`src/rtl/hazard_scoreboard.sv`:
```
// Load-use stall and EX-operand forwarding-select tracker for a 5-stage MIPS-style pipeline.
// Optional feature: define HAZARD_STALL_COUNT_EN to add a saturating stall_count output.
module hazard_scoreboard (
   input  logic       clk,
   input  logic       reset,
   input  logic       issue_valid,
   input  logic [4:0] issue_dst,
   input  logic       issue_we,
   input  logic       issue_is_load,
   input  logic [4:0] rs,
   input  logic [4:0] rt,
   input  logic       use_rs,
   input  logic       use_rt,
   input  logic       flush,
   output logic       stall,
   output logic [1:0] fwd_a,
   output logic [1:0] fwd_b
`ifdef HAZARD_STALL_COUNT_EN
   ,
   output logic [15:0] stall_count
`endif
);

   typedef struct packed {
      logic       valid;
      logic [4:0] dst;
      logic       is_load;
   } entry_t;

   localparam logic [1:0] FWD_RF  = 2'b00;
   localparam logic [1:0] FWD_MEM = 2'b10;  // operand from EX/MEM
   localparam logic [1:0] FWD_WB  = 2'b01;  // operand from MEM/WB

   entry_t     r_ex, r_mem, r_wb;
   entry_t     w_issue;
   logic [1:0] r_fwd_a, r_fwd_b;
   logic [1:0] w_fwd_a_nxt, w_fwd_b_nxt;
   logic       w_stall;
   logic       w_rs_ex, w_rt_ex, w_rs_mem, w_rt_mem;

   function automatic logic f_match(input logic [4:0] src, input logic use_src, input entry_t e);
      return e.valid && (e.dst == src) && (src != 5'd0) && use_src;
   endfunction

   // NOTE: every variable below gets a default first so no path leaves it unassigned (no latch).
   always_comb begin
      w_rs_ex  = f_match(rs, use_rs, r_ex);
      w_rt_ex  = f_match(rt, use_rt, r_ex);
      w_rs_mem = f_match(rs, use_rs, r_mem);
      w_rt_mem = f_match(rt, use_rt, r_mem);

      // Reset gates the stall directly so it drops without waiting for a clock edge.
      w_stall = !reset && issue_valid && !flush && r_ex.is_load && (w_rs_ex || w_rt_ex);

      w_issue = '0;
      if (issue_valid && issue_we && (issue_dst != 5'd0) && !w_stall && !flush) begin
         w_issue.valid   = 1'b1;
         w_issue.dst     = issue_dst;
         w_issue.is_load = issue_is_load;
      end

      w_fwd_a_nxt = FWD_RF;
      w_fwd_b_nxt = FWD_RF;
      if (issue_valid && !w_stall && !flush) begin
         // Youngest producer first: EX beats MEM for the same source register.
         if (w_rs_ex)       w_fwd_a_nxt = FWD_MEM;
         else if (w_rs_mem) w_fwd_a_nxt = FWD_WB;
         if (w_rt_ex)       w_fwd_b_nxt = FWD_MEM;
         else if (w_rt_mem) w_fwd_b_nxt = FWD_WB;
      end
   end

   // NOTE: sequential state uses non-blocking assignments so every stage shifts from pre-edge values.
   always_ff @(posedge clk or posedge reset) begin
      if (reset) begin
         r_ex    <= '0;
         r_mem   <= '0;
         r_wb    <= '0;
         r_fwd_a <= FWD_RF;
         r_fwd_b <= FWD_RF;
      end else begin
         r_wb    <= r_mem;
         r_mem   <= r_ex;
         r_ex    <= w_issue;
         r_fwd_a <= w_fwd_a_nxt;
         r_fwd_b <= w_fwd_b_nxt;
      end
   end

   // WB needs no forward (register file writes before it reads); it is kept for visibility only.
   a_wb_entry_clean: assert property (@(posedge clk) disable iff (reset)
      r_wb.valid ? (r_wb.dst != 5'd0) : (r_wb == '0));

`ifdef HAZARD_STALL_COUNT_EN
   logic [15:0] r_stall_count;

   always_ff @(posedge clk or posedge reset) begin
      if (reset)
         r_stall_count <= '0;
      else if (w_stall && (r_stall_count != 16'hFFFF))
         r_stall_count <= r_stall_count + 16'd1;
   end

   assign stall_count = r_stall_count;
`endif

   assign stall = w_stall;
   assign fwd_a = r_fwd_a;
   assign fwd_b = r_fwd_b;

endmodule
```
`config.mk`:
```
export PLATFORM = sky130hd
export DESIGN_NAME = hazard_scoreboard
export DESIGN_NICKNAME = d
export VERILOG_FILES = /design/src/rtl/hazard_scoreboard.sv
export SDC_FILE = /design/constraint.sdc
export NUM_CORES = 1
export LEC_CHECK = 0
export CAP_MARGIN = 20
export CORE_MARGIN = 1.5
export CORE_UTILIZATION = 49
export CTS_BUF_LIST = sky130_fd_sc_hd__clkbuf_2
export CTS_CLUSTER_SIZE = 40
export DETAILED_ROUTE_END_ITERATION = 12
export PLACE_DENSITY = 0.84
export SETUP_SLACK_MARGIN = 0.2
export SYNTH_ARGS = -nofsm -noshare
export SYNTH_HDL_FRONTEND = slang
export SYNTH_SLANG_ARGS = --single-unit
```
`constraint.sdc`:
```
create_clock -name clk -period 5.1 [get_ports clk]
set_input_delay 1.02 -clock clk [delete_from_list [all_inputs] [get_ports clk]]
set_output_delay 1.02 -clock clk [all_outputs]
set_load 0.03 [all_outputs]
```
==> flow_metrics.py <==
metrics = {
    "run_status": {
        "outcome": "finished clean",
    },
    "finish": {
        "nets": 128,
        "antenna_cells": 0,
        "syn2layout_area_growth_pct": 36.9,
        "num-fill-cells": 123,
        "drive_gt1_share_pct": 12.5,
    },
    "global_route": {
        "grt_util_all_layers_pct": 21.6,
        "grt_max_degree": 19,
        "grt_pass1_wl_mm": 2.94,
        "grt_pass1_vias": 678,
        "overflow": 0,
        "antenna_found_initial": 0,
    },
    "synth": {
        "synth.area.top_cells": "dfrtp_1, xor2_1, nor3b_1",
        "netlist_area_um2": 862,
        "synth_top_area_share_pct": 49.3,
        "synthFlopType": "dfrtp_1",
        "synth-edff-count": 0,
        "synthDistinctLibCells": 19,
        "ys_ff_latch": 17,
        "synth.largest_area_cell": "dfrtp_1",
        "synth_warnings": 0,
        "synth.most_common_cell": "dfrtp_1",
        "syn-num-nets": 95,
        "ys_async_sr_fraction_pct": 100,
        "netlist_instances": 72,
        "seq_area_frac_synth_pct": 49.3,
        "synthTopCellsByCount": "dfrtp_1, xor2_1, nor3b_1",
        "synth.avg_cell_area_um2": 12.0,
    },
    "setup_path": {
        "path_class": "input pin to output port",
        "crit_required_ns": 4.08,
        "end_kind": "output port",
        "reg2reg_slack_ns": 3.30,
        "crit_fanout": 8,
        "worst_r2r_path_depth": 5,
        "cp-start-kind": "input pin",
        "arrival_ns": 3.37,
    },
    "pwr": {
        "power.internal_mw": 0.180,
        "switching_share_pct": 24.8,
        "leakage_nw": 0.555,
        "combPwrFrac_pct": 17.3,
        "power_switching_mw": 0.0593,
        "peakVddDrop_mv": 0.165,
        "pwr-share-seq_pct": 58.7,
        "pwr-share-clk_pct": 24.0,
        "power_density_nw_per_um2": 203,
    },
    "routing": {
        "drt_iter0_drc": 1,
        "drt-total-wl_mm": 1.71,
        "vias": 648,
        "routedWlPerCell_um": 14.3,
        "drc": 0,
        "vias_per_cell": 5.40,
        "ant_nets": 0,
        "drt_first_pass_iters": 4,
    },
    "clock_network": {
        "clockRootBuffer": "clkbuf_2",
        "cts_buffers": 3,
        "worstSkewPairLatency_ns": 0.30,
        "cts.htree.levels": 1,
        "clkTransAtPathRegs_ns": 0.16,
        "ctsResizeCount": 0,
        "post_cts.repair.setup_buffers": 0,
        "ctsHoldBuffers": 0,
        "cts_tree": "done",
        "cts_sinks": 17,
        "cts_buffer_depth": 2,
    },
    "sta": {
        "period_share_pct": 86.0,
        "worstMarginPinSlew_ns": 0.550,
        "maxSlewHeadroom_pct": 63.0,
        "fmax_mhz": 228,
        "clock_skew_ns": 0.0195,
        "setup_viol": 0,
        "rsz0062_at_grt": "false",
        "slew_violations": 0,
        "finalSetupTns_ns": 0,
        "finalWorstSetupSlack_ns": 0.713,
        "period_minus_slack_ns": 4.39,
        "hold_viol_final": 0,
    },
    "floorplan": {
        "ios": 28,
        "die-height_um": 44.9,
        "die_x_um": 44.9,
        "dieArea_um2": 2020,
        "core.rowCount": 14,
        "core_area_um2": 1580,
        "initial_core_util_pct": 54.7,
    },
    "flow_run": {
        "drv_cap": 0,
    },
    "placed_design": {
        "gp_congestion": 0.753,
        "dp_hpwl_mm": 1.42,
        "numPortBuffers": 27,
        "post-place-ws_ns": 0.691,
    },
    "hold_path": {
        "worstHoldPathCells": 0,
        "hold_class": "flop to flop",
    },
}
-- flip-flops by register name, summed over array words and instances (netlist names) --
name,count
r_mem,6
r_ex,7
fwd_b,2
fwd_a,2
-- final timing paths --
path / to / start
max in group asynchronous: r_mem[3]$_DFF_PP0_ / reset
hold reg to reg: r_mem[1]$_DFF_PP0_ / r_ex[1]$_DFF_PP0_
setup reg to reg: r_ex[5]$_DFF_PP0_ / r_ex[3]$_DFF_PP0_
min in group asynchronous: r_ex[2]$_DFF_PP0_ / reset
setup / recovery: stall / rs[2]
hold / removal: r_mem[1]$_DFF_PP0_ / r_ex[1]$_DFF_PP0_
-- power groups by stage --
stage / Clock, mW / Combinational, mW / Sequential [mW]
global route: 0.0707 / 0.0456 / 0.141
global placement: 0 / 0.0409 / 0.143
floorplan: 0 / 0.0172 / 0.142
detailed placement: 0 / 0.0417 / 0.143
finish: 0.0573 / 0.0414 / 0.141
CTS: 0.0619 / 0.0420 / 0.141
-- critical path, cell delays in order --
cell and delay (ns):
clkdlybuf4s50_1 0.47, xor2_1 0.17, nor4_1 0.53, nand4b_4 0.20, a21oi_4 0.26, clkdlybuf4s50_1 0.71
-- metrics by stage --
stage	instances	util [%]	cell area, um2	power, mW	hold slack [ns]
after floorplan	72	-	862	0.160	0.409
after global placement	116	73.6	1160	0.184	0.425
after detailed placement	116	73.6	1160	0.185	0.439
after CTS	120	74.8	1180	0.245	0.448
after global routing	120	74.8	1180	0.257	0.452
final	120	74.8	1180	0.239	0.439
-- logic make-up after synthesis --
kind of cell	synth area share, %
simple gates	24.7
xor+xnor	20.3
flops	49.3
compound gates	5.23
buf+inv	0.435
-- placed cells by master (no fill, tap or decap), types with 2 or more instances in the layout --
cell / synthesis / routed
nor4_1: 3 / 3
nor3_1: 3 / 3
nand4_1: 2 / 2
xor2_1: 15 / 15
nor2_1: 5 / 5
o21ai_2: 2 / 2
clkbuf_2: 0 / 3
nor3b_1: 6 / 6
dfrtp_1: 17 / 17
nand2_1: 4 / 4
or4_4: 2 / 2
clkdlybuf4s50_1: 0 / 27
xnor2_1: 5 / 5
-- metal layers --
layer | GRT usage (%) | share of wire (%) | vias up
met1 | 24.4 | 43 | 303
met4 | 12.4 | 1.8 | 0
met5 | 0 | 0 | -
li1 | - | - | 320
met2 | 36.0 | 51 | 21
met3 | 6.40 | 4.7 | 4
-- final cells by class --
cell class | instances | area (um2) | area share [%]
tap | 16 | 20.0 | 1.70
timing repair buffer | 28 | 278 | 23.5
inverter | 1 | 3.75 | 0.318
clock inverter | 1 | 5.00 | 0.424
multi-input combinational | 54 | 433 | 36.7
sequential | 17 | 425 | 36.1
clock buffer | 3 | 15.0 | 1.27
(Power assumes the default switching activity.)
